File: src/rtl/nibble_serial_addsub_ctrl_pkg.sv
// Shared types for the nibble-serial add/sub sequencer.
// State encoding and nibble width constant.
package nibble_serial_addsub_ctrl_pkg;

   typedef enum logic [1:0] {
      IDLE = 2'd0,
      RUN  = 2'd1,
      DONE = 2'd2
   } state_t;

   localparam int NIB_BITS = 4;

endpackage

File: src/rtl/nibble_serial_addsub_ctrl_nibble_addsub.sv
// Combinational 4-bit ripple add slice.
// Exposes carry into bit 3 so the caller can derive signed overflow.
module nibble_addsub (
   input  logic [3:0] x,
   input  logic [3:0] y,
   input  logic       ci,
   output logic [3:0] s,
   output logic       c3,
   output logic       co
);

   logic [4:0] c;

   // ripple chain of four full adders
   always_comb begin
      c    = '0;
      s    = '0;
      c[0] = ci;
      for (int i = 0; i < 4; i++) begin
         s[i]   = x[i] ^ y[i] ^ c[i];
         c[i+1] = (x[i] & y[i]) | (c[i] & (x[i] ^ y[i]));
      end
   end

   assign c3 = c[3];
   assign co = c[4];

endmodule

File: src/rtl/nibble_serial_addsub_ctrl.sv
// W-bit add/sub done one nibble per clock, LSB nibble first.
// Carry rides in a register between nibble cycles.
module nibble_serial_addsub_ctrl
   import nibble_serial_addsub_ctrl_pkg::*;
#(
   parameter int W = 16
) (
   input  logic         clk,
   input  logic         rst_n,
   input  logic         start,
   input  logic         op_sub,
   input  logic [W-1:0] a,
   input  logic [W-1:0] b,
   output logic         ready,
   output logic         busy,
   output logic         done,
   output logic [W-1:0] result,
   output logic         cout,
   output logic         ovf
);

   localparam int NIB = W / NIB_BITS;
   localparam int CW  = (NIB > 1) ? $clog2(NIB) : 1;

   if ((W % NIB_BITS) != 0 || W < NIB_BITS) begin : g_bad_w
      $error("W must be a multiple of 4 and at least 4");
   end

   state_t state;
   state_t state_nx;

   logic [CW-1:0]                    cnt;
   logic [NIB-1:0][NIB_BITS-1:0]     a_q;
   logic [NIB-1:0][NIB_BITS-1:0]     b_q;
   logic [NIB-1:0][NIB_BITS-1:0]     res_q;
   logic                             sub_q;
   logic                             carry_q;
   logic                             cout_q;
   logic                             ovf_q;

   logic [NIB_BITS-1:0] x;
   logic [NIB_BITS-1:0] y;
   logic [NIB_BITS-1:0] s;
   logic                c3;
   logic                co;
   logic                last;

   assign last = (cnt == CW'(NIB - 1));
   assign x    = a_q[cnt];
   assign y    = b_q[cnt] ^ {NIB_BITS{sub_q}};

   nibble_addsub u_slice (
      .x  (x),
      .y  (y),
      .ci (carry_q),
      .s  (s),
      .c3 (c3),
      .co (co)
   );

   // state register
   always_ff @(posedge clk or negedge rst_n) begin
      if (!rst_n) begin
         state <= IDLE;
      end else begin
         state <= state_nx;
      end
   end

   // next-state: accept in IDLE, walk nibbles, one DONE cycle
   always_comb begin
      state_nx = state;
      unique case (state)
         IDLE:    if (start) state_nx = RUN;
         RUN:     if (last)  state_nx = DONE;
         DONE:    state_nx = IDLE;
         default: state_nx = IDLE;
      endcase
   end

   // handshake outputs decoded from state
   always_comb begin
      ready = (state == IDLE);
      busy  = (state == RUN) || (state == DONE);
      done  = (state == DONE);
   end

   // operand latch, nibble counter, carry and result accumulation
   always_ff @(posedge clk or negedge rst_n) begin
      if (!rst_n) begin
         a_q     <= '0;
         b_q     <= '0;
         sub_q   <= 1'b0;
         carry_q <= 1'b0;
         cnt     <= '0;
         res_q   <= '0;
         cout_q  <= 1'b0;
         ovf_q   <= 1'b0;
      end else begin
         unique case (state)
            IDLE: begin
               if (start) begin
                  a_q     <= a;
                  b_q     <= b;
                  sub_q   <= op_sub;
                  carry_q <= op_sub;
                  cnt     <= '0;
                  res_q   <= '0;
               end
            end
            RUN: begin
               res_q[cnt] <= s;
               carry_q    <= co;
               cnt        <= last ? '0 : cnt + 1'b1;
               if (last) begin
                  cout_q <= co;
                  ovf_q  <= c3 ^ co;
               end
            end
            default: ;
         endcase
      end
   end

   assign result = res_q;
   assign cout   = cout_q;
   assign ovf    = ovf_q;

endmodule

File: config.mk
export PLATFORM = sky130hd
export DESIGN_NAME = nibble_serial_addsub_ctrl
export DESIGN_NICKNAME = d
export VERILOG_FILES = /design/src/rtl/nibble_serial_addsub_ctrl_pkg.sv /design/src/rtl/nibble_serial_addsub_ctrl_nibble_addsub.sv /design/src/rtl/nibble_serial_addsub_ctrl.sv
export SDC_FILE = /design/constraint.sdc
export NUM_CORES = 1
export LEC_CHECK = 0
export CAP_MARGIN = 20
export CORE_ASPECT_RATIO = 0.7
export CORE_UTILIZATION = 70
export CTS_BUF_LIST = sky130_fd_sc_hd__clkbuf_2
export DETAILED_ROUTE_END_ITERATION = 12
export DONT_BUFFER_PORTS = 1
export PLACE_DENSITY = 0.86
export SLEW_MARGIN = 5
export SYNTH_ARGS = -nofsm -noshare
export SYNTH_HDL_FRONTEND = slang
export SYNTH_SLANG_ARGS = --single-unit
File: constraint.sdc
create_clock -name clk -period 6.8 [get_ports clk]
set_input_delay 0.68 -clock clk [delete_from_list [all_inputs] [get_ports clk]]
set_output_delay 0.68 -clock clk [all_outputs]
set_load 0.01 [all_outputs]
==> results_dict.tcl, run 1 <==
set metrics [dict create \
    outcome "completed" \
    period_needed_ns 3.77 \
    fp.dieW_um 79.2 \
    rsz0062_at_grt "false" \
    dr.pass1.iters 6 \
    clkTransAtPathRegs_ns 0.28 \
    clock_path_buffers 2 \
    ys_seq_area_share_pct 48.0 \
    max-cap-violations 0 \
    grtUsageTotal_pct 29.1 \
    first_global_vias 1982 \
    endpoint_kind "register" \
    htreeDepth 2 \
    overflow 0 \
    cts_tree "yes" \
    min_path_type "primary input to async pin" \
    switching_share_pct 44.8 \
    internal_power_uw 1010 \
    num_rows 19 \
    io_pins 57 \
    timing.fmax_mhz 265 \
    slew_headroom_pct 43.0 \
    coreArea_sq_um 3950 \
    fill_cells 261 \
    powerDensity_nw_per_um2 618 \
    synth_flop_cell "dfrtp_1" \
    via_per_inst 6.95 \
    io_buffers 0 \
    cp_num_cells 10 \
    path_buf_inv 1 \
    clkSinkCount 56 \
    yosys_warnings 0 \
    worstMarginPinSlew_ns 0.855 \
    ys_seq_elements 56 \
    crit_type "register to register" \
    leakagePower_uw 0.00123 \
    cpMostUsedCell "fa_1" \
    place_congestion 0.835 \
    crit_fanout 13 \
    hpwl_um 4180 \
    fp.dieH_um 56.0 \
    async_flop_share_pct 100 \
    synth-edff-count 0 \
    p_seq_share_pct 34.2 \
    syn2layout_area_growth_pct 1.42 \
    post_dp_cell_area_sq_um 2870 \
    num_antenna_cells 0 \
    final.setup_skew_ns 0.00998 \
    antenna_left 0 \
    post-cts-setup-buffers 0 \
    die_area_sq_um 4430 \
    syn_nets 284 \
    finalHoldViolCount 0 \
    cp-start-kind "register" \
    multi_input_comb_area_sq_um 1370 \
    cts-buffers-inserted 5 \
    critPathTopFamily "adder cells" \
    num_vias 1952 \
    clock_latency_ns 0.44 \
    final_cell_area_sq_um 2960 \
    crit_required_ns 7.18 \
    start_util_pct 73.9 \
    slew_violations 0 \
    drc 0 \
    wl_um 5910 \
    netlist_area_sq_um 2920 \
    tns_ns 0 \
    final_cell_mix "dfrtp_1, mux2_2, o21ai_0" \
    reg2reg_depth 10 \
    synth_cell_types 36 \
    clkPwrFrac_pct 7.2 \
    p_switching_uw 819 \
    cp_slowest_cell "dfrtp_1" \
    ir_drop_mv 0.417 \
    layout_commonest_cell "dfrtp_1" \
    final_nets 275 \
    p_comb_share_pct 58.6 \
    fin_crit_sh_pct 55.4 \
    antenna_found_initial 0 \
    first_iter_violations 279 \
    cp_slowest_stage_delay_ns 0.80 \
    grt_pass1_wl_um 9590 \
    syn_area_per_cell_sq_um 12.3 \
    grt_max_degree 57 \
    synth_cells 237 \
    drive_above_1_share_pct 20.5 \
    clockRootBuffer "clkbuf_2" \
    crit_chain "mux4_1 > xor2_1 > fa_1 > inv_1 > fa_1 > fa_1 > fa_1 > nor2b_1 > nand3_1 > o211ai_1" \
    wl_per_cell_um 21.0 \
    setup_viol 0 \
    regArea_sq_um 1400 \
    cts_resized 0 \
    critPathArrivalTime_ns 4.14 \
]
-- flip-flops by register name, summed over array words and instances (netlist names) --
name / flops
sub_q: 1
carry_q: 1
b_q: 16
cnt: 2
ovf: 1
cout: 1
result: 16
state: 2
a_q: 16
-- Yosys cell counts (2+ instances only) --
master	number	area (sq um)
o31ai_1	3	22.5
mux4_1	5	131
dfrtp_1	56	1400
a2bb2oi_1	5	43.8
o21ai_0	16	80.1
buf_2	7	35.0
nand2_1	11	41.3
a22oi_1	5	37.5
nand4_1	3	18.8
a21oi_1	7	35.0
xnor2_1	4	35.0
ha_1	7	87.6
a22o_1	3	26.3
mux4_2	3	67.6
mux2_2	32	360
and3_1	3	18.8
fa_1	4	80.1
buf_6	3	33.8
nand3_1	10	50.1
o211ai_1	12	90.1
clkbuf_1	4	15.0
inv_1	10	37.5
buf_4	2	15.0
nand2b_1	4	25.0
nor2b_1	7	43.8
-- logic make-up after synthesis --
| kind of cell | count (synthesis) | synth area share (%) |
|---|---|---|
| flops | 56 | 48.0 |
| compound gates | 55 | 12.9 |
| mux | 41 | 19.5 |
| simple gates | 40 | 7.16 |
| buf+inv | 29 | 5.10 |
| fa+ha+maj | 11 | 5.75 |
| xor+xnor | 5 | 1.50 |
-- per-stage QoR --
stage	instances	setup WS [ns]	power, uW	utilization, %	hold slack (ns)
2_1_floorplan	237	3.72	1450	-	0.384
3_3_place_gp	271	3.26	1590	72.8	0.386
3_5_place_dp	271	3.05	1670	72.8	0.386
4_1_cts	280	3.01	1800	74.8	0.0324
5_1_grt	281	2.85	1940	75.0	0.00754
6_report	281	3.03	1830	75.0	0.0481
-- worst paths after layout --
check	start	endpoint	slack (ns)
min	rst_n	result[3]$_DFFE_PN0P_	0.05
max	cnt[0]$_DFFE_PN0P_	result[3]$_DFFE_PN0P_	3.03
max in group asynchronous	rst_n	a_q[5]$_DFFE_PN0P_	6.54
min in group clk	start	sub_q$_DFFE_PN0P_	0.35
max reg2reg	cnt[0]$_DFFE_PN0P_	result[3]$_DFFE_PN0P_	3.03
min reg2reg	a_q[6]$_DFFE_PN0P_	a_q[6]$_DFFE_PN0P_	0.54
-- metal layers --
metal | wire (um) | global-route usage (%) | vias up
met5 | 0 | 0 | -
met4 | 133 | 9.09 | 0
met3 | 608 | 8.36 | 21
met2 | 2720 | 44.3 | 125
met1 | 2440 | 40.8 | 960
li1 | - | - | 846
-- cell type report --
class	instances	share of cell area [%]
clock buffer	5	0.846
multi-input combinational	152	46.2
tap	52	2.20
clock inverter	3	0.804
inverter	11	1.40
sequential	56	47.4
timing repair buffer	2	1.18
-- power groups by stage --
stage	registers, uW	clock network (uW)	logic [uW]
5_1_grt	647	146	1150
6_report	625	132	1070
3_5_place_dp	636	0	1030
3_3_place_gp	620	0	968
4_1_cts	626	134	1040
2_1_floorplan	571	0	881
-- timing repair --
item,CTS,global route
hold buffers,1,0
endpoints found under the hold margin,56,0
setup endpoints to repair,0,0
Note: power is estimated with default switching activity, not from simulation.
==> run 2, diff against run 1 <==
CORE_UTILIZATION = 66   (was 70)
PLACE_DENSITY = 0.82   (was 0.86)
clock period = 3.9 ns   (was 6.8 ns; I/O delays follow)
==> results_dict.tcl, run 2 (synthesized netlist as in run 1, its figures left out) <==
set metrics [dict create \
    place_congestion 0.837 \
    max-cap-violations 0 \
    first_global_vias 2005 \
    final.setup_skew_ns 0.0193 \
    syn2layout_area_growth_pct 2.92 \
    fill_cells 245 \
    final_cell_mix "dfrtp_1, mux2_2, o21ai_0" \
    final_util_pct 73.8 \
    switching_share_pct 44.0 \
    post-cts-setup-buffers 0 \
    crit_fanout 5 \
    min_path_type "primary input to register" \
    cts-buffers-inserted 5 \
    fp.dieH_um 57.6 \
    critPathArrivalTime_ns 3.64 \
    clock_path_buffers 2 \
    crit_type "register to register" \
    min_to "state[0]$_DFFE_PN0P_" \
    first_iter_violations 233 \
    reg2reg_depth 9 \
    drive_above_1_share_pct 21.1 \
    p_seq_share_pct 32.2 \
    p_switching_uw 1440 \
    leakagePower_uw 0.00126 \
    grt_max_degree 57 \
    io_pins 57 \
    rsz0062_at_grt "false" \
    final_nets 278 \
    r2r_end "result[7]$_DFFE_PN0P_" \
    holdBufCountCts 2 \
    timing.fmax_mhz 301 \
    wl_um 6170 \
    period_needed_ns 3.32 \
    antenna_found_initial 0 \
    via_per_inst 7.01 \
    cp_slowest_cell "fa_1" \
    antenna_left 0 \
    clkTransAtPathRegs_ns 0.28 \
    grt_pass1_wl_um 9900 \
    crit_chain "mux4_1 > xor2_1 > fa_1 > inv_1 > fa_1 > fa_1 > fa_1 > a2bb2oi_1 > o211ai_1" \
    start_util_pct 71.7 \
    crit_required_ns 4.22 \
    holdPathStages 2 \
    slew_headroom_pct 43.9 \
    fin_crit_sh_pct 85.1 \
    cts_resized 0 \
    hold_start "start" \
    powerDensity_nw_per_um2 1090 \
    internal_power_uw 1840 \
    clkPwrFrac_pct 8.8 \
    endpoint_kind "register" \
    num_rows 19 \
    r2r-start "cnt[0]$_DFFE_PN0P_" \
    outcome "completed" \
    num_antenna_cells 0 \
    worstMarginPinSlew_ns 0.842 \
    overflow 0 \
    fp.dieW_um 81.5 \
    ir_drop_mv 0.820 \
    stdcell_count 284 \
    clockRootBuffer "clkbuf_2" \
    cp-start-kind "register" \
    tns_ns 0 \
    p_comb_share_pct 59.0 \
    clock_latency_ns 0.44 \
    coreArea_sq_um 4070 \
    wl_per_cell_um 21.7 \
    cp_slowest_stage_delay_ns 0.62 \
    slew_violations 0 \
    power_uw 3280 \
    dp_cells 274 \
    hpwl_um 4390 \
    cts_tree "yes" \
    layout_commonest_cell "dfrtp_1" \
    num_vias 1990 \
    cpMostUsedCell "fa_1" \
    grtUsageTotal_pct 28.7 \
    clkSinkCount 56 \
    setup_viol 0 \
    die_area_sq_um 4690 \
    htreeDepth 2 \
    dr.pass1.iters 5 \
    finalHoldViolCount 0 \
    drc 0 \
    rrSetupSlack_ns 0.58 \
    io_buffers 0 \
]
-- run 2: cell count changes in the layout (fill, tap and decap cells not counted) --
cell	before	now
clkinv_4	1	0
dlygate4sd3_1	0	1
clkinv_2	0	1
bufinv_16	0	1
clkinvlp_4	2	1
buf_4	1	3
-- run 2: worst max-delay path, delay by kind of cell, from the launching register on --
family                   cells  cell delay [ns]
multiplexers                 1             0.56
adder cells (fa/ha/maj)      4             1.61
flip-flops                   1             0.42
AO/OA/AOI/OAI                2             0.36
XOR/XNOR                     1             0.18
buffers and inverters        1             0.06
-- run 2: worst max path at each step --
stage	startpoint	end	cells after the start
2_1_floorplan	cnt[0]$_DFFE_PN0P_	result[11]$_DFFE_PN0P_	10
3_3_place_gp	cnt[0]$_DFFE_PN0P_	result[11]$_DFFE_PN0P_	9
3_5_place_dp	cnt[0]$_DFFE_PN0P_	result[7]$_DFFE_PN0P_	9
4_1_cts	cnt[0]$_DFFE_PN0P_	result[7]$_DFFE_PN0P_	9
5_1_grt	cnt[0]$_DFFE_PN0P_	result[3]$_DFFE_PN0P_	10
6_report	cnt[0]$_DFFE_PN0P_	result[7]$_DFFE_PN0P_	9
-- run 2: metal layers --
metal / global-route usage [%] / share of wire (%) / vias to the layer above
met5: 0 / 0 / -
met4: 10.7 / 1.6 / 0
met3: 8.50 / 10 / 11
met2: 41.0 / 47 / 139
met1: 41.8 / 41 / 985
li1: - / - / 855
-- run 2: area by class of cell --
type / instances / area [sq um] / area share [%]
Clock buffer: 5 / 25.0 / 0.834
Inverter: 11 / 41.3 / 1.38
Timing Repair Buffer: 5 / 60.1 / 2.00
Tap cell: 52 / 65.1 / 2.17
Sequential cell: 56 / 1400 / 46.7
Clock inverter: 3 / 42.5 / 1.42
Multi-Input combinational cell: 152 / 1370 / 45.5
-- run 2: per-stage QoR --
| step | hold slack, ns | setup slack (ns) | cell area, sq um |
|---|---|---|---|
| 2_1_floorplan | 0.0944 | 0.818 | 2920 |
| 3_3_place_gp | 0.0958 | 0.805 | 2900 |
| 3_5_place_dp | 0.0958 | 0.673 | 2900 |
| 4_1_cts | 0.0478 | 0.620 | 3000 |
| 5_1_grt | 0.0252 | 0.461 | 3000 |
| 6_report | 0.0621 | 0.582 | 3000 |
-- run 2: power by group through the flow --
stage / logic, uW / registers [uW] / clock network, uW
after global placement: 1760 / 1040 / 0
after detailed placement: 1870 / 1070 / 0
after global routing: 2080 / 1090 / 314
final: 1930 / 1060 / 289
after floorplan: 1540 / 996 / 0
after CTS: 1900 / 1050 / 290
